## config.mk

```make
export PLATFORM = sky130hd
export DESIGN_NAME = cache_mem_arbiter
export DESIGN_NICKNAME = d
export VERILOG_FILES = /design/src/rtl/cache_mem_arbiter.sv
export SDC_FILE = /design/constraint.sdc
export NUM_CORES = 1
export LEC_CHECK = 0
export ABC_AREA = 1
export CORE_AREA = 2 2 599 601
export DETAILED_ROUTE_END_ITERATION = 8
export DIE_AREA = 0 0 601 603
export PLACE_DENSITY = 0.3
export SETUP_SLACK_MARGIN = 0.5
export SYNTH_ARGS = -nofsm -noshare
export SYNTH_HDL_FRONTEND = slang
export SYNTH_SLANG_ARGS = --single-unit
```

## constraint.sdc

```tcl
create_clock -name i_clk -period 3.8 [get_ports i_clk]
set_clock_uncertainty 0.05 [all_clocks]
set_input_delay 0.76 -clock i_clk [delete_from_list [all_inputs] [get_ports i_clk]]
set_output_delay 0.76 -clock i_clk [all_outputs]
set_load 0.005 [all_outputs]
```

## src/rtl/cache_mem_arbiter.sv

```systemverilog
`default_nettype none
// ============================================================================
// Module   : cache_mem_arbiter
// Purpose  : Arbitrates between the data-path (d) and control-path (i) L1
//            caches for a single memory request port. Every granted request
//            is recorded in an in-order tracking queue so that memory
//            responses can be steered back to the requester that issued them.
// Ports    : i_clk / i_rst          - clock, synchronous active-high reset
//            i_{d,i}_req_*          - requester request channels
//            o_{d,i}_req_ready      - grant strobe (combinational, IDLE only)
//            o_req_mem_* / i_req_mem_ready - registered memory request channel
//            i_resp_mem_*           - memory response channel
//            o_{d,i}_resp_valid, o_resp_* - routed response outputs
// Macro    : CACHE_ARB_ROUND_ROBIN_EN - alternate grants between requesters
//            when both request together; otherwise DATA_PATH has fixed
//            priority.
// Revision : 1.0 - initial release
// ============================================================================
module cache_mem_arbiter #(
   parameter int QDEPTH                 = 2,
   parameter int REQ_MEM_TYPE_BITS      = 3,
   parameter int CFG_CPU_ADDR_BITS      = 32,
   parameter int L1CACHE_BYTES_PER_LINE = 32,
   parameter int L1CACHE_LINE_BITS      = 256
) (
   input  logic                              i_clk,
   input  logic                              i_rst,
   // data-path requester
   input  logic                              i_d_req_valid,
   output logic                              o_d_req_ready,
   input  logic [REQ_MEM_TYPE_BITS-1:0]      i_d_req_type,
   input  logic [2:0]                        i_d_req_size,
   input  logic [CFG_CPU_ADDR_BITS-1:0]      i_d_req_addr,
   input  logic [L1CACHE_BYTES_PER_LINE-1:0] i_d_req_strob,
   input  logic [L1CACHE_LINE_BITS-1:0]      i_d_req_wdata,
   // control-path requester
   input  logic                              i_i_req_valid,
   output logic                              o_i_req_ready,
   input  logic [REQ_MEM_TYPE_BITS-1:0]      i_i_req_type,
   input  logic [2:0]                        i_i_req_size,
   input  logic [CFG_CPU_ADDR_BITS-1:0]      i_i_req_addr,
   input  logic [L1CACHE_BYTES_PER_LINE-1:0] i_i_req_strob,
   input  logic [L1CACHE_LINE_BITS-1:0]      i_i_req_wdata,
   // memory request
   output logic                              o_req_mem_valid,
   input  logic                              i_req_mem_ready,
   output logic [REQ_MEM_TYPE_BITS-1:0]      o_req_mem_type,
   output logic [2:0]                        o_req_mem_size,
   output logic [CFG_CPU_ADDR_BITS-1:0]      o_req_mem_addr,
   output logic [L1CACHE_BYTES_PER_LINE-1:0] o_req_mem_strob,
   output logic [L1CACHE_LINE_BITS-1:0]      o_req_mem_wdata,
   output logic                              o_req_mem_path,
   // memory response
   input  logic                              i_resp_mem_valid,
   input  logic [L1CACHE_LINE_BITS-1:0]      i_resp_mem_data,
   input  logic                              i_resp_mem_err,
   output logic                              o_d_resp_valid,
   output logic                              o_i_resp_valid,
   output logic [L1CACHE_LINE_BITS-1:0]      o_resp_data,
   output logic                              o_resp_err,
   output logic [CFG_CPU_ADDR_BITS-1:0]      o_resp_addr,
   output logic                              o_resp_unexpected
);

   localparam int QUEUE_WIDTH = CFG_CPU_ADDR_BITS + REQ_MEM_TYPE_BITS + 3 + 1;
   localparam int PTR_W       = $clog2(QDEPTH);
   localparam int CNT_W       = $clog2(QDEPTH + 1);

   localparam logic [0:0] c_state_idle = 1'b0;
   localparam logic [0:0] c_state_req  = 1'b1;
   localparam logic       c_data_path  = 1'b0;
   localparam logic       c_ctrl_path  = 1'b1;

   logic [0:0]                        r_state;
   logic [PTR_W-1:0]                  r_wr_ptr;
   logic [PTR_W-1:0]                  r_rd_ptr;
   logic [CNT_W-1:0]                  r_count;
   logic [QUEUE_WIDTH-1:0]            r_queue [QDEPTH];
`ifdef CACHE_ARB_ROUND_ROBIN_EN
   logic                              r_rr_prio;   // path that wins the next tie
`endif

   logic                              w_full;
   logic                              w_empty;
   logic                              w_grant;
   logic                              w_grant_path;
   logic                              w_push;
   logic                              w_pop;
   logic [REQ_MEM_TYPE_BITS-1:0]      w_sel_type;
   logic [2:0]                        w_sel_size;
   logic [CFG_CPU_ADDR_BITS-1:0]      w_sel_addr;
   logic [L1CACHE_BYTES_PER_LINE-1:0] w_sel_strob;
   logic [L1CACHE_LINE_BITS-1:0]      w_sel_wdata;
   logic [QUEUE_WIDTH-1:0]            w_head;
   logic                              w_head_path;
   logic [QUEUE_WIDTH-CFG_CPU_ADDR_BITS-2:0] w_unused_head_meta;

   assign w_full  = (r_count == CNT_W'(QDEPTH));
   assign w_empty = (r_count == '0);

   // Requester selection; only meaningful when w_grant is set.
   always_comb begin
      w_grant = (r_state == c_state_idle) && (i_d_req_valid || i_i_req_valid)
                && !w_full && !i_rst;
`ifdef CACHE_ARB_ROUND_ROBIN_EN
      if (i_d_req_valid && i_i_req_valid) begin
         w_grant_path = r_rr_prio;
      end else begin
         w_grant_path = i_i_req_valid ? c_ctrl_path : c_data_path;
      end
`else
      w_grant_path = (i_i_req_valid && !i_d_req_valid) ? c_ctrl_path : c_data_path;
`endif
   end

   always_comb begin
      if (w_grant_path == c_ctrl_path) begin
         w_sel_type  = i_i_req_type;
         w_sel_size  = i_i_req_size;
         w_sel_addr  = i_i_req_addr;
         w_sel_strob = i_i_req_strob;
         w_sel_wdata = i_i_req_wdata;
      end else begin
         w_sel_type  = i_d_req_type;
         w_sel_size  = i_d_req_size;
         w_sel_addr  = i_d_req_addr;
         w_sel_strob = i_d_req_strob;
         w_sel_wdata = i_d_req_wdata;
      end
   end

   assign o_d_req_ready = w_grant && (w_grant_path == c_data_path);
   assign o_i_req_ready = w_grant && (w_grant_path == c_ctrl_path);

   // Queue entry layout: {addr, type, size, path}, path in bit 0.
   assign w_push             = w_grant;
   assign w_pop              = i_resp_mem_valid && !w_empty && !i_rst;
   assign w_head             = r_queue[r_rd_ptr];
   assign w_head_path        = w_head[0];
   assign w_unused_head_meta = w_head[QUEUE_WIDTH-CFG_CPU_ADDR_BITS-1:1];

   assign o_d_resp_valid    = w_pop && (w_head_path == c_data_path);
   assign o_i_resp_valid    = w_pop && (w_head_path == c_ctrl_path);
   assign o_resp_unexpected = i_resp_mem_valid && w_empty && !i_rst;
   assign o_resp_data       = i_resp_mem_data;
   assign o_resp_err        = i_resp_mem_err;
   assign o_resp_addr       = w_head[QUEUE_WIDTH-1 -: CFG_CPU_ADDR_BITS];

   // Queue storage carries no reset; validity is governed by r_count.
   always_ff @(posedge i_clk) begin
      if (w_push) begin
         r_queue[r_wr_ptr] <= {w_sel_addr, w_sel_type, w_sel_size, w_grant_path};
      end
   end

   always_ff @(posedge i_clk) begin
      if (i_rst) begin
         r_state         <= c_state_idle;
         r_wr_ptr        <= '0;
         r_rd_ptr        <= '0;
         r_count         <= '0;
         o_req_mem_valid <= 1'b0;
         o_req_mem_type  <= '0;
         o_req_mem_size  <= '0;
         o_req_mem_addr  <= '0;
         o_req_mem_strob <= '0;
         o_req_mem_wdata <= '0;
         o_req_mem_path  <= c_data_path;
`ifdef CACHE_ARB_ROUND_ROBIN_EN
         r_rr_prio       <= c_data_path;
`endif
      end else begin
         case (r_state)
            c_state_idle: begin
               if (w_grant) begin
                  o_req_mem_valid <= 1'b1;
                  o_req_mem_type  <= w_sel_type;
                  o_req_mem_size  <= w_sel_size;
                  o_req_mem_addr  <= w_sel_addr;
                  o_req_mem_strob <= w_sel_strob;
                  o_req_mem_wdata <= w_sel_wdata;
                  o_req_mem_path  <= w_grant_path;
                  r_state         <= c_state_req;
`ifdef CACHE_ARB_ROUND_ROBIN_EN
                  r_rr_prio       <= ~w_grant_path;
`endif
               end
            end
            default: begin
               // Fields hold until memory accepts.
               if (i_req_mem_ready) begin
                  o_req_mem_valid <= 1'b0;
                  r_state         <= c_state_idle;
               end
            end
         endcase

         if (w_push) begin
            r_wr_ptr <= r_wr_ptr + PTR_W'(1);
         end
         if (w_pop) begin
            r_rd_ptr <= r_rd_ptr + PTR_W'(1);
         end
         if (w_push && !w_pop) begin
            r_count <= r_count + CNT_W'(1);
         end else if (w_pop && !w_push) begin
            r_count <= r_count - CNT_W'(1);
         end
      end
   end

endmodule
`default_nettype wire
```

* After elaboration in Yosys (flattened, before gate mapping) *
Memories as Yosys holds them, arrays and structs flattened. A register that Yosys moved wholly into a read port is not among the register bits.
Cells that the tools add are included.

word-level totals
  memories kept = 1
  bits of input ports = 915
  RAM bits = 78
  register bits after elaboration = 333
  output and inout bits = 622
  logic and storage cells = 64

memories
  name     depth  bits a word  rd ports  clocked after Yosys merged registers in  wr ports  RTL line  RTL
  r_queue  2      39           1         1                                        1         78        logic [QUEUE_WIDTH-1:0] r_queue [QDEPTH];

operators by class
  bitwise logic cells = 3
  mux-type cells = 17
  add/sub/neg operators = 4
  reduce and logical (&&, ||, !) cells = 26
  equal/unequal tests = 2

operators by type and width
  operator                                           number
  two-way mux 256 bit                                1
  two-way mux 32 bit                                 2
  logical AND 1 bit                                  14
  two-way mux 1 bit                                  10
  logical NOT 1 bit                                  6
  two-way mux 3 bit                                  2
  two-way mux 2 bit                                  2
  AND reduction 2 bit                                2
  nonzero test 2 bit                                 2
  NOT 1 bit                                          3
  adder 1 bit (second input constant)                2
  adder 2 x 1 -> 2 bit (second input constant)       1
  equality test 2 bit (second input constant)        1
  logical NOT 2 bit                                  1
  inequality test 2 bit (second input constant)      1
  subtractor 2 x 1 -> 2 bit (second input constant)  1
  logical OR 1 bit                                   1

* Longest topological paths before layout *
Gate-level depths: netlist of run 1.

  word-level depth = 8
  depth in mapped cells = 13
  mapped depth without buffers = 11

* Least setup slack after synthesis of run 1 *
No wires, ideal clock.

  kind = input-to-reg
  start = input i_rst
  end = memory r_queue[0][0] in the netlist's numbering, enable pin
  buffers on the path = 1
  library setup time = 423 ps
  arrival = 2,678 ps
  required time = 3,327 ps
  stages = 4
  path slack = 649 ps
  cells stage by stage = nor2_1 > nand3_2 > clkbuf_1 > nor2_1

on the way
  cells in the longest elaborated chain, start to end = 4

ends and longest elaborated chain
  item                                     RTL line  RTL
  start: declaration                       27        input logic i_rst,
  logical NOT 1 bit                        104       && !w_full && !i_rst;
  logical AND 1 bit                        104
  two-way mux 1 bit                        151       if (w_push) begin
  two-way mux 1 bit (implied by the code)  152       r_queue[r_wr_ptr] <= {w_sel_addr, w_sel_type, w_sel_size, w_grant_path};
  end: declaration                         78

Every way passes these cells.

==> results of run 1 <==
-- routing by layer --
layer	wire, µm	GRT usage
met4	7230	0.0348
met1	70600	0.106
met2	114000	0.213
met5	663	0.0131
met3	30200	0.0753
-- flip-flops by register name, indices dropped and copies added (netlist names), 2 cells and up, named ones only --
register         cells
o_req_mem_wdata    256
o_req_mem_type       3
o_req_mem_strob     32
o_req_mem_size       3
r_queue             66
r_count              2
o_req_mem_addr      32
-- per-stage QoR --
stage	instances	area (µm²)	utilization	hold WS [ps]
detailed placement	8436	35000	0.0985	406
global route	8547	37000	0.104	85.8
CTS	8545	37000	0.104	47.4
global placement	8436	35000	0.0985	403
finish	8550	37000	0.104	162
floorplan	3083	21000	-	407
-- cells in the final DEF (no fill, tap or decap), types with 36 or more instances in the layout --
cell | netlist | final
sky130_fd_sc_hd__a21oi_1 | 299 | 299
sky130_fd_sc_hd__buf_4 | 267 | 36
sky130_fd_sc_hd__clkbuf_16 | 0 | 59
sky130_fd_sc_hd__clkdlybuf4s50_1 | 0 | 1018
sky130_fd_sc_hd__dfxtp_1 | 334 | 334
sky130_fd_sc_hd__edfxtp_1 | 66 | 66
sky130_fd_sc_hd__inv_1 | 140 | 139
sky130_fd_sc_hd__nand2_1 | 1354 | 1353
sky130_fd_sc_hd__nand3_1 | 295 | 295
sky130_fd_sc_hd__nor2_1 | 45 | 43
-- power groups by stage --
stage / clock network [W] / logic, W / registers, W
floorplan: 0 / 0.00152 / 0.00497
global placement: 0 / 0.00418 / 0.00498
detailed placement: 0 / 0.00418 / 0.00499
CTS: 0.00633 / 0.00420 / 0.00490
global route: 0.00642 / 0.00434 / 0.00494
finish: 0.00597 / 0.00397 / 0.00490
-- kinds of logic after synthesis --
group	share of synthesized area
flops	0.412
buf+inv	0.166
fa+ha+maj	0.000595
mux	0.0171
simple gates	0.332
compound gates	0.0720
-- what timing repair did --
action                                  4_1_cts  5_1_grt
cloned                                        0        0
endpoints found under the hold margin         0        0
resized for setup                             2        1
endpoints found under the setup margin       17        2
-- area by class of cell --
type | instances | area share
sequential | 400 | 0.234
tap | 4751 | 0.161
inverter | 142 | 0.0146
antenna | 5 | 0.000338
multi-input combinational | 2063 | 0.240
clock inverter | 31 | 0.00976
clock buffer | 78 | 0.0448
timing repair buffer | 1080 | 0.296
-- worst min path at each step --
stage	from	slack, ps	endpoint
after floorplan	r_state$_SDFF_PP0_	410	r_state$_SDFF_PP0_
final	i_rst	160	r_state$_SDFF_PP0_
after global routing	i_rst	90	r_state$_SDFF_PP0_
after detailed placement	o_req_mem_wdata[66]$_SDFFE_PP0P_	410	o_req_mem_wdata[66]$_SDFFE_PP0P_
after global placement	o_req_mem_wdata[158]$_SDFFE_PP0P_	400	o_req_mem_wdata[158]$_SDFFE_PP0P_
after CTS	i_rst	50	r_state$_SDFF_PP0_
==> impl_metrics.xml, run 1 <==
<?xml version="1.0" encoding="UTF-8"?>
<metrics>
  <group name="run_status">
    <metric name="outcome" unit="">completed</metric>
  </group>
  <group name="hold_path">
    <metric name="class_of_the_worst_hold_path" unit="">in -&gt; reg</metric>
    <metric name="hold_depth" unit="">2</metric>
  </group>
  <group name="timing">
    <metric name="max_slew_margin" unit="">0.304</metric>
    <metric name="timing_max_transition_violations_final" unit="">0</metric>
    <metric name="hold_viol" unit="">0</metric>
    <metric name="final.setup.tns" unit="ps">0</metric>
    <metric name="tightest_slew" unit="ps">1040</metric>
    <metric name="final.period_utilization" unit="">0.832</metric>
    <metric name="setup-violations-final" unit="">0</metric>
    <metric name="setup_repair_after_global_routing_missed_its_margin" unit="">yes</metric>
    <metric name="period_needed" unit="ps">3160</metric>
    <metric name="postLayoutSetupSlackWorst" unit="ps">638</metric>
    <metric name="f_max" unit="MHz">316</metric>
  </group>
  <group name="drt">
    <metric name="drt-total-wl" unit="µm">222000</metric>
    <metric name="route.detailed.wl_per_inst" unit="µm">26.0</metric>
    <metric name="drt_drc_violations_left" unit="">0</metric>
    <metric name="drt-pass1-iter-count" unit="">5</metric>
    <metric name="post_drt_via_cell_ratio" unit="">2.72</metric>
    <metric name="vias" unit="">23256</metric>
    <metric name="detailedRoute.firstIterationViolations" unit="">1456</metric>
    <metric name="drtAntennaViolNets" unit="">0</metric>
  </group>
  <group name="yosys">
    <metric name="seq_area_frac_synth" unit="">0.412</metric>
    <metric name="number_of_enable_type_register_cells_in_the_synthesized_netlist" unit="">66</metric>
    <metric name="yosys-top-cells-count" unit="">sky130_fd_sc_hd__nand2_1 (1354), sky130_fd_sc_hd__dfxtp_1 (334), sky130_fd_sc_hd__a21oi_1 (299), sky130_fd_sc_hd__nand3_1 (295), sky130_fd_sc_hd__buf_4 (267)</metric>
    <metric name="ys_dominant_reg_cell" unit="">sky130_fd_sc_hd__dfxtp_1</metric>
    <metric name="ys_top_cells_by_area" unit="">sky130_fd_sc_hd__dfxtp_1 (32%), sky130_fd_sc_hd__nand2_1 (24%), sky130_fd_sc_hd__buf_4 (9.5%), sky130_fd_sc_hd__edfxtp_1 (9.4%), sky130_fd_sc_hd__a21oi_1 (7.1%)</metric>
    <metric name="yosysUniqueCellTypes" unit="">20</metric>
    <metric name="synth.largest_area_cell" unit="">sky130_fd_sc_hd__dfxtp_1</metric>
    <metric name="yosys_warnings" unit="">0</metric>
    <metric name="synth.most_common_cell" unit="">sky130_fd_sc_hd__nand2_1</metric>
    <metric name="syn-num-nets" unit="">3999</metric>
    <metric name="mappedNetlistArea" unit="µm²">21000</metric>
    <metric name="yosysTopAreaCellShare" unit="">0.318</metric>
    <metric name="synthesis.area_per_instance" unit="µm²">6.82</metric>
    <metric name="ys_async_sr_fraction" unit="">0</metric>
    <metric name="ys_ff_latch" unit="">400</metric>
    <metric name="syn-instance-count" unit="">3083</metric>
  </group>
  <group name="clock_network">
    <metric name="cts.sink_count" unit="">400</metric>
    <metric name="clockBufferDepth" unit="">3</metric>
    <metric name="h-tree-depth" unit="">2</metric>
    <metric name="cts_setup_buffers" unit="">0</metric>
    <metric name="clock_latency" unit="ps">720</metric>
    <metric name="tritoncts" unit="">done</metric>
    <metric name="clkSlewWorstSetupHoldPaths" unit="ps">60</metric>
    <metric name="root_buffer" unit="">sky130_fd_sc_hd__clkbuf_16</metric>
    <metric name="cts_made_buffers" unit="">58</metric>
    <metric name="ctsHoldBuffers" unit="">0</metric>
  </group>
  <group name="floorplan">
    <metric name="initial_core_util" unit="">0.0592</metric>
    <metric name="floorplan.die.width" unit="µm">601</metric>
    <metric name="floorplan.die.height" unit="µm">603</metric>
    <metric name="rows" unit="">219</metric>
    <metric name="ios" unit="">1537</metric>
    <metric name="design.core.area" unit="µm²">355000</metric>
    <metric name="die-area" unit="µm²">362000</metric>
  </group>
  <group name="place">
    <metric name="detailedPlace.worstSlack" unit="ps">435</metric>
    <metric name="gp_routability_congestion" unit="">0.840</metric>
    <metric name="port_buffers" unit="">1022</metric>
    <metric name="dp.final_hpwl" unit="µm">191000</metric>
  </group>
  <group name="critical_path">
    <metric name="critPathLaunchType" unit="">register</metric>
    <metric name="timing.rr.start" unit="">r_state$_SDFF_PP0_</metric>
    <metric name="worst_ep_required_time" unit="ps">2990</metric>
    <metric name="critical-path-slowest-cell" unit="">sky130_fd_sc_hd__clkdlybuf4s50_1</metric>
    <metric name="timing.critical_path.arrival" unit="ps">2350</metric>
    <metric name="worst_path_largest_cell_delay" unit="ps">530</metric>
    <metric name="largest_fanout_of_any_net_on_the_critical_path" unit="">12</metric>
    <metric name="cpLargestDelayFamily" unit="">buffers and inverters</metric>
    <metric name="rr_worst_depth" unit="">8</metric>
    <metric name="timing.critical_path.buf_inv" unit="">2</metric>
    <metric name="crit_path_end" unit="">o_resp_addr[9]</metric>
    <metric name="endpoint_kind" unit="">primary output</metric>
    <metric name="worst-setup-path-type" unit="">reg -&gt; out</metric>
    <metric name="rrSetupSlack" unit="ps">1650</metric>
    <metric name="critical_path.reg2reg.endpoint" unit="">o_req_mem_wdata[58]$_SDFFE_PP0P_</metric>
    <metric name="timing.critical_path.depth" unit="">3</metric>
    <metric name="timing.critical_path.cells" unit="">buf_4 &gt; mux2_2 &gt; clkdlybuf4s50_1</metric>
  </group>
  <group name="grt">
    <metric name="largest_net_degree_at_the_start_of_global_routing" unit="">141</metric>
    <metric name="grt_overflow" unit="">0</metric>
    <metric name="grt_first_pass_wirelength" unit="µm">276000</metric>
    <metric name="first_global_vias" unit="">23510</metric>
    <metric name="gr-usage-all-layers" unit="">0.118</metric>
    <metric name="number_of_antenna_violations_at_the_first_check_in_global_routing" unit="">13</metric>
  </group>
  <group name="pwr">
    <metric name="switching_share" unit="">0.335</metric>
    <metric name="static-leakage-power" unit="nW">13.5</metric>
    <metric name="power.clock.fraction" unit="">0.402</metric>
    <metric name="net-switching-power" unit="W">0.00497</metric>
    <metric name="power.internal" unit="W">0.00987</metric>
    <metric name="pwr_density_cell" unit="nW/µm²">401</metric>
    <metric name="vdd_ir_drop_max" unit="mV">0.410</metric>
    <metric name="finalPower" unit="W">0.0148</metric>
    <metric name="seq_power_share" unit="">0.330</metric>
    <metric name="p_comb_frac" unit="">0.268</metric>
  </group>
  <group name="run">
    <metric name="drv.max_cap_violation_count" unit="">0</metric>
  </group>
  <group name="finish">
    <metric name="area_of_the_multi_input_gates" unit="µm²">8900</metric>
    <metric name="drive_gt1_frac" unit="">0.0519</metric>
    <metric name="register_area" unit="µm²">8670</metric>
    <metric name="final_net_count" unit="">4661</metric>
    <metric name="syn_to_final_growth" unit="%">76.0</metric>
    <metric name="fill_cells" unit="">41542</metric>
  </group>
</metrics>
Note: power is estimated with default switching activity, not from simulation.
==> run 2: changes to the inputs <==
==> constraint.sdc (replaced) <==
create_clock -name i_clk -period 3.2 [get_ports i_clk]
set_clock_uncertainty 0.05 [all_clocks]
set_input_delay 0.64 -clock i_clk [delete_from_list [all_inputs] [get_ports i_clk]]
set_output_delay 0.64 -clock i_clk [all_outputs]
set_load 0.005 [all_outputs]
==> run 2 against run 1 <==
  * Clock-buffer cell count is 10 lower
  * Non-clock buffer count up 52
  * Cell area rose by 2.1%
  * Routed wire length decreased by 0.57%
  * First-iteration DRC count down 6.1%
  * Critical path type unchanged
==> impl_metrics.xml, run 2 (synthesized netlist as in run 1, its figures left out) <==
<?xml version="1.0" encoding="UTF-8"?>
<metrics>
  <group name="floorplan">
    <metric name="rows" unit="">219</metric>
    <metric name="design.core.area" unit="µm²">355000</metric>
    <metric name="die-area" unit="µm²">362000</metric>
    <metric name="ios" unit="">1537</metric>
    <metric name="initial_core_util" unit="">0.0592</metric>
    <metric name="floorplan.die.width" unit="µm">601</metric>
    <metric name="floorplan.die.height" unit="µm">603</metric>
  </group>
  <group name="grt">
    <metric name="first_global_vias" unit="">23656</metric>
    <metric name="largest_net_degree_at_the_start_of_global_routing" unit="">142</metric>
    <metric name="grt_first_pass_wirelength" unit="µm">276000</metric>
    <metric name="grt_overflow" unit="">0</metric>
    <metric name="number_of_antenna_violations_at_the_first_check_in_global_routing" unit="">16</metric>
    <metric name="gr-usage-all-layers" unit="">0.117</metric>
  </group>
  <group name="pwr">
    <metric name="vdd_ir_drop_max" unit="mV">0.481</metric>
    <metric name="static-leakage-power" unit="nW">14.5</metric>
    <metric name="pwr_density_cell" unit="nW/µm²">485</metric>
  </group>
  <group name="drt">
    <metric name="drtAntennaViolNets" unit="">0</metric>
    <metric name="post_drt_via_cell_ratio" unit="">2.72</metric>
    <metric name="drt_drc_violations_left" unit="">0</metric>
    <metric name="vias" unit="">23396</metric>
    <metric name="drt-pass1-iter-count" unit="">7</metric>
    <metric name="route.detailed.wl_per_inst" unit="µm">25.7</metric>
    <metric name="drt-total-wl" unit="µm">221000</metric>
    <metric name="detailedRoute.firstIterationViolations" unit="">1367</metric>
  </group>
  <group name="finish">
    <metric name="syn_to_final_growth" unit="%">79.7</metric>
    <metric name="fill_cells" unit="">41492</metric>
    <metric name="biggestRegsByFlops" unit="">o_req_mem_wdata (256), r_queue (66)</metric>
    <metric name="fin_util" unit="">0.106</metric>
    <metric name="area_of_the_multi_input_gates" unit="µm²">9050</metric>
    <metric name="mostFrequentLayoutCell" unit="">sky130_fd_sc_hd__nand2_1</metric>
    <metric name="drive_gt1_frac" unit="">0.0840</metric>
    <metric name="register_area" unit="µm²">8680</metric>
    <metric name="layout.cells.most_common_list" unit="">sky130_fd_sc_hd__nand2_1 (1349), sky130_fd_sc_hd__clkdlybuf4s50_1 (880), sky130_fd_sc_hd__dfxtp_1 (330)</metric>
    <metric name="max_flop_register" unit="">o_req_mem_wdata</metric>
    <metric name="final_net_count" unit="">4713</metric>
    <metric name="largest_reg_flops" unit="">256</metric>
  </group>
  <group name="critical_path">
    <metric name="critical_path.reg2reg.endpoint" unit="">r_count[1]$_SDFFE_PP0P_</metric>
    <metric name="worst-setup-path-type" unit="">reg -&gt; out</metric>
    <metric name="rrSetupSlack" unit="ps">1260</metric>
    <metric name="timing.critical_path.arrival" unit="ps">2030</metric>
    <metric name="timing.rr.start" unit="">r_state$_SDFF_PP0_</metric>
    <metric name="rr_worst_depth" unit="">11</metric>
    <metric name="endpoint_kind" unit="">primary output</metric>
    <metric name="largest_fanout_of_any_net_on_the_critical_path" unit="">4</metric>
    <metric name="critPathLaunchType" unit="">register</metric>
    <metric name="crit_path_end" unit="">o_resp_addr[22]</metric>
    <metric name="worst_ep_required_time" unit="ps">2510</metric>
  </group>
  <group name="timing">
    <metric name="final.period_utilization" unit="">0.849</metric>
    <metric name="tightest_slew" unit="ps">913</metric>
    <metric name="setup-violations-final" unit="">0</metric>
    <metric name="final.setup.tns" unit="ps">0</metric>
    <metric name="timing_max_transition_violations_final" unit="">0</metric>
    <metric name="setup_repair_after_global_routing_missed_its_margin" unit="">yes</metric>
    <metric name="period_needed" unit="ps">2720</metric>
    <metric name="hold_viol" unit="">0</metric>
    <metric name="max_slew_margin" unit="">0.391</metric>
    <metric name="f_max" unit="MHz">368</metric>
  </group>
  <group name="run">
    <metric name="drv.max_cap_violation_count" unit="">0</metric>
  </group>
  <group name="clock_network">
    <metric name="ctsHoldBuffers" unit="">0</metric>
    <metric name="clock_latency" unit="ps">730</metric>
    <metric name="h-tree-depth" unit="">2</metric>
    <metric name="root_buffer" unit="">sky130_fd_sc_hd__clkbuf_16</metric>
    <metric name="clockBufferDepth" unit="">3</metric>
    <metric name="cts_made_buffers" unit="">58</metric>
    <metric name="tritoncts" unit="">done</metric>
    <metric name="clkSlewWorstSetupHoldPaths" unit="ps">60</metric>
    <metric name="cts.sink_count" unit="">400</metric>
  </group>
  <group name="place">
    <metric name="port_buffers" unit="">1022</metric>
    <metric name="gp_routability_congestion" unit="">0.848</metric>
    <metric name="dp.final_hpwl" unit="µm">189000</metric>
  </group>
  <group name="hold_path">
    <metric name="class_of_the_worst_hold_path" unit="">in -&gt; reg</metric>
  </group>
  <group name="run_status">
    <metric name="outcome" unit="">completed</metric>
  </group>
</metrics>
==> run 2: cell types whose count changed in the layout (fill, tap and decap cells not counted), moves of 5 or more <==
cell	before	now
sky130_fd_sc_hd__clkinv_1	5	0
sky130_fd_sc_hd__dlygate4sd2_1	1	78
sky130_fd_sc_hd__buf_6	0	38
sky130_fd_sc_hd__clkinvlp_4	3	11
sky130_fd_sc_hd__mux2_2	32	5
sky130_fd_sc_hd__dlymetal6s2s_1	0	5
sky130_fd_sc_hd__mux2_4	0	27
sky130_fd_sc_hd__clkbuf_8	11	2
sky130_fd_sc_hd__clkdlybuf4s50_1	1018	880
sky130_fd_sc_hd__buf_12	22	28
sky130_fd_sc_hd__clkinv_2	11	6
sky130_fd_sc_hd__bufinv_16	6	14
sky130_fd_sc_hd__buf_4	36	91
==> run 2: timing repair <==
item                                   in CTS  in global routing
resized for setup                         266                 57
cloned                                      3                  0
endpoints found under the hold margin       0                  0
setup endpoints to repair                 111                 33
pin swaps                                   4                  0
setup buffers                              20                  6
==> run 2: cell type report <==
class                           instances  share of cell area
Antenna cell                            6            0.000397
Tap cell                             4751               0.157
Clock buffer                           68              0.0405
Clock inverter                         39              0.0171
Inverter                              142              0.0143
Multi-Input combinational cell       2063               0.239
Sequential cell                       400               0.230
Timing Repair Buffer                 1132               0.301
==> run 2: power by group <==
group	total, W	switching [W]	internal [W]
Sequential	0.00586	0.000283	0.00557
Combinational	0.00487	0.00274	0.00212
Clock	0.00759	0.00302	0.00458
Total	0.0183	0.00604	0.0123
==> run 2: critical path, cell delays in order, from the launching register on <==
cell and delay [ps]:
sky130_fd_sc_hd__dfxtp_4 400, sky130_fd_sc_hd__buf_6 130, sky130_fd_sc_hd__buf_12 120, sky130_fd_sc_hd__buf_16 130
sky130_fd_sc_hd__buf_4 130, sky130_fd_sc_hd__mux2_4 290, sky130_fd_sc_hd__buf_6 130
==> run 2: worst min-delay path by stage <==
stage	cells after the start	endpoint	startpoint
floorplan	2	r_state$_SDFF_PP0_	r_state$_SDFF_PP0_
global placement	2	o_req_mem_wdata[155]$_SDFFE_PP0P_	o_req_mem_wdata[155]$_SDFFE_PP0P_
detailed placement	1	o_req_mem_valid$_SDFFE_PP0P_	o_req_mem_valid$_SDFFE_PP0P_
CTS	3	o_req_mem_wdata[206]$_SDFFE_PP0P_	i_rst
global route	3	o_req_mem_wdata[206]$_SDFFE_PP0P_	i_rst
finish	3	o_req_mem_wdata[202]$_SDFFE_PP0P_	i_rst
==> run 2: routing by layer <==
layer	vias to the layer above	share of wire	wire [µm]	GRT usage
met2	1176	0.50	111000	0.209
met4	14	0.035	7760	0.0375
met1	11059	0.33	72800	0.110
li1	10919	-	-	-
met3	228	0.13	28700	0.0713
met5	-	0.0031	685	0.0132
==> run 2: per-stage QoR <==
step / setup slack, ps / power [W] / hold slack (ps) / std cells / area [µm²]
after floorplan: 714 / 0.00770 / 407 / 3083 / 21000
after global placement: 140 / 0.0110 / 402 / 8459 / 35100
after detailed placement: 179 / 0.0110 / 403 / 8459 / 35100
after CTS: 253 / 0.0189 / 269 / 8589 / 37600
after global routing: 391 / 0.0193 / 325 / 8599 / 37800
final: 484 / 0.0183 / 373 / 8601 / 37800
==> run 3: changes to the inputs <==
==> constraint.sdc (replaced) <==
create_clock -name i_clk -period 2.65 [get_ports i_clk]
set_clock_uncertainty 0.05 [all_clocks]
set_input_delay 0.53 -clock i_clk [delete_from_list [all_inputs] [get_ports i_clk]]
set_output_delay 0.53 -clock i_clk [all_outputs]
set_load 0.005 [all_outputs]
==> run 3 against run 2 <==
  * Cell count barely moved
  * Sequential cell count unchanged
  * Worst hold slack lost 250 ps
  * Clock-buffer cell count up 18
  * Routed wire length shrank 3.0%
  * Register-to-register slack worse by 620 ps
  * Utilization down 0.11 points
==> impl_metrics.xml, run 3 (synthesized netlist as in run 1, its figures left out) <==
<?xml version="1.0" encoding="UTF-8"?>
<metrics>
  <group name="run_status">
    <metric name="outcome" unit="">completed</metric>
  </group>
  <group name="run">
    <metric name="drv.max_cap_violation_count" unit="">0</metric>
  </group>
  <group name="grt">
    <metric name="largest_net_degree_at_the_start_of_global_routing" unit="">181</metric>
    <metric name="first_global_vias" unit="">23415</metric>
    <metric name="number_of_antenna_violations_at_the_first_check_in_global_routing" unit="">15</metric>
    <metric name="grt_first_pass_wirelength" unit="µm">267000</metric>
    <metric name="gr-usage-all-layers" unit="">0.113</metric>
    <metric name="grt_overflow" unit="">0</metric>
  </group>
  <group name="finish">
    <metric name="final_design_area_no_fill" unit="µm²">37400</metric>
    <metric name="largest_reg_flops" unit="">256</metric>
    <metric name="fill_cells" unit="">41547</metric>
    <metric name="biggestRegsByFlops" unit="">o_req_mem_wdata (256), r_queue (66)</metric>
    <metric name="layout.cells.non_filler" unit="">8605</metric>
    <metric name="final_net_count" unit="">4722</metric>
    <metric name="drive_gt1_frac" unit="">0.118</metric>
    <metric name="mostFrequentLayoutCell" unit="">sky130_fd_sc_hd__nand2_1</metric>
    <metric name="syn_to_final_growth" unit="%">77.8</metric>
    <metric name="layout.cells.most_common_list" unit="">sky130_fd_sc_hd__nand2_1 (1348), sky130_fd_sc_hd__clkdlybuf4s50_1 (654), sky130_fd_sc_hd__dfxtp_1 (305)</metric>
    <metric name="max_flop_register" unit="">o_req_mem_wdata</metric>
  </group>
  <group name="place">
    <metric name="gp_routability_congestion" unit="">0.849</metric>
    <metric name="placedCellCount" unit="">8477</metric>
    <metric name="port_buffers" unit="">1022</metric>
    <metric name="instance_area_at_placement" unit="µm²">35300</metric>
    <metric name="dp.final_hpwl" unit="µm">184000</metric>
  </group>
  <group name="clock_network">
    <metric name="ctsHoldBuffers" unit="">0</metric>
    <metric name="clkSlewWorstSetupHoldPaths" unit="ps">60</metric>
    <metric name="cts.sink_count" unit="">400</metric>
    <metric name="cts_made_buffers" unit="">58</metric>
    <metric name="tritoncts" unit="">done</metric>
    <metric name="h-tree-depth" unit="">2</metric>
    <metric name="root_buffer" unit="">sky130_fd_sc_hd__clkbuf_16</metric>
    <metric name="clock_latency" unit="ps">730</metric>
    <metric name="clockBufferDepth" unit="">3</metric>
  </group>
  <group name="floorplan">
    <metric name="die-area" unit="µm²">362000</metric>
    <metric name="initial_core_util" unit="">0.0592</metric>
    <metric name="floorplan.die.height" unit="µm">603</metric>
    <metric name="floorplan.die.width" unit="µm">601</metric>
    <metric name="rows" unit="">219</metric>
    <metric name="design.core.area" unit="µm²">355000</metric>
    <metric name="ios" unit="">1537</metric>
  </group>
  <group name="critical_path">
    <metric name="timing.critical_path.arrival" unit="ps">1950</metric>
    <metric name="rr_worst_depth" unit="">10</metric>
    <metric name="rrSetupSlack" unit="ps">640</metric>
    <metric name="critical-path-slowest-cell" unit="">sky130_fd_sc_hd__dfxtp_4</metric>
    <metric name="critPathLaunchType" unit="">register</metric>
    <metric name="timing.critical_path.cells" unit="">buf_12 &gt; buf_16 &gt; buf_8 &gt; mux2_4 &gt; buf_6</metric>
    <metric name="worst_path_largest_cell_delay" unit="ps">370</metric>
    <metric name="critical_path.reg2reg.endpoint" unit="">o_req_mem_wdata[241]$_SDFFE_PP0P_</metric>
    <metric name="worst-setup-path-type" unit="">reg -&gt; out</metric>
    <metric name="largest_fanout_of_any_net_on_the_critical_path" unit="">6</metric>
    <metric name="worst_ep_required_time" unit="ps">2070</metric>
    <metric name="endpoint_kind" unit="">primary output</metric>
    <metric name="timing.rr.start" unit="">r_count[0]$_SDFFE_PP0P_</metric>
    <metric name="crit_path_end" unit="">o_resp_addr[26]</metric>
  </group>
  <group name="hold_path">
    <metric name="class_of_the_worst_hold_path" unit="">in -&gt; reg</metric>
    <metric name="hold_depth" unit="">4</metric>
  </group>
  <group name="drt">
    <metric name="drt-pass1-iter-count" unit="">5</metric>
    <metric name="drt_drc_violations_left" unit="">0</metric>
    <metric name="route.detailed.wl_per_inst" unit="µm">24.9</metric>
    <metric name="drt-total-wl" unit="µm">214000</metric>
    <metric name="detailedRoute.firstIterationViolations" unit="">1551</metric>
    <metric name="post_drt_via_cell_ratio" unit="">2.73</metric>
    <metric name="vias" unit="">23475</metric>
    <metric name="drtAntennaViolNets" unit="">0</metric>
  </group>
  <group name="timing">
    <metric name="period_needed" unit="ps">2530</metric>
    <metric name="timing.hold.ws" unit="ps">125</metric>
    <metric name="max_slew_margin" unit="">0.312</metric>
    <metric name="tightest_slew" unit="ps">1030</metric>
    <metric name="final.period_utilization" unit="">0.957</metric>
    <metric name="final.setup.tns" unit="ps">0</metric>
    <metric name="f_max" unit="MHz">394</metric>
    <metric name="setup-violations-final" unit="">0</metric>
    <metric name="hold_viol" unit="">0</metric>
    <metric name="timing_max_transition_violations_final" unit="">0</metric>
    <metric name="setup_repair_after_global_routing_missed_its_margin" unit="">yes</metric>
  </group>
  <group name="pwr">
    <metric name="switching_share" unit="">0.332</metric>
    <metric name="net-switching-power" unit="W">0.00702</metric>
    <metric name="seq_power_share" unit="">0.334</metric>
    <metric name="power.clock.fraction" unit="">0.402</metric>
    <metric name="vdd_ir_drop_max" unit="mV">0.605</metric>
    <metric name="pwr_density_cell" unit="nW/µm²">565</metric>
    <metric name="finalPower" unit="W">0.0211</metric>
    <metric name="p_comb_frac" unit="">0.264</metric>
    <metric name="static-leakage-power" unit="nW">15.0</metric>
    <metric name="power.internal" unit="W">0.0141</metric>
  </group>
</metrics>
-- run 3: final cells by class --
cell class                      count  area, µm²  share of cell area
Antenna cell                        3       7.51            0.000201
Clock buffer                       86       1690              0.0451
Clock inverter                     19        317             0.00846
Inverter                          142        543              0.0145
Multi-Input combinational cell   2063       9060               0.242
Sequential cell                   400       8750               0.234
Tap cell                         4751       5940               0.159
Timing Repair Buffer             1141      11100               0.297
-- run 3: worst min-delay path by stage --
stage | startpoint | end | slack, ps
after detailed placement | o_req_mem_wdata[78]$_SDFFE_PP0P_ | o_req_mem_wdata[78]$_SDFFE_PP0P_ | 410
final | i_rst | r_count[1]$_SDFFE_PP0P_ | 120
after CTS | i_rst | r_count[1]$_SDFFE_PP0P_ | 30
after global routing | i_rst | r_count[1]$_SDFFE_PP0P_ | 80
after global placement | o_req_mem_wdata[66]$_SDFFE_PP0P_ | o_req_mem_wdata[66]$_SDFFE_PP0P_ | 400
after floorplan | r_state$_SDFF_PP0_ | r_state$_SDFF_PP0_ | 410
-- run 3: power groups by stage --
stage | combinational, W | clock (W) | sequential, W
after floorplan | 0.00218 | 0 | 0.00712
after global placement | 0.00590 | 0 | 0.00719
final | 0.00558 | 0.00849 | 0.00706
after detailed placement | 0.00589 | 0 | 0.00720
after global routing | 0.00610 | 0.00913 | 0.00712
after CTS | 0.00580 | 0.00899 | 0.00707
-- run 3: through the flow --
step / util / setup WS [ps]
final: 0.105 / 115
after global routing: 0.105 / 12.2
after CTS: 0.105 / -7.79
after detailed placement: 0.0993 / -353
after global placement: 0.0993 / -425
after floorplan: - / 625
-- run 3: routing by layer --
metal	global-route usage	wire [µm]	vias to the layer above
met4	0.0360	7520	6
met3	0.0737	30100	235
li1	-	-	10953
met1	0.101	67000	11052
met2	0.205	109000	1229
met5	0.00925	473	-
-- run 3: repair_timing --
action / CTS / global route
pin swaps: 7 / 5
endpoints found under the setup margin: 334 / 40
cloned: 3 / 1
gates resized for setup: 893 / 9
buffers inserted: 11 / 5
-- run 3: worst max-delay path, delay by kind of cell (launching register included) --
family / cells / cell delay (ps)
buffers and inverters: 4 / 540
DFF: 1 / 370
muxes: 1 / 300
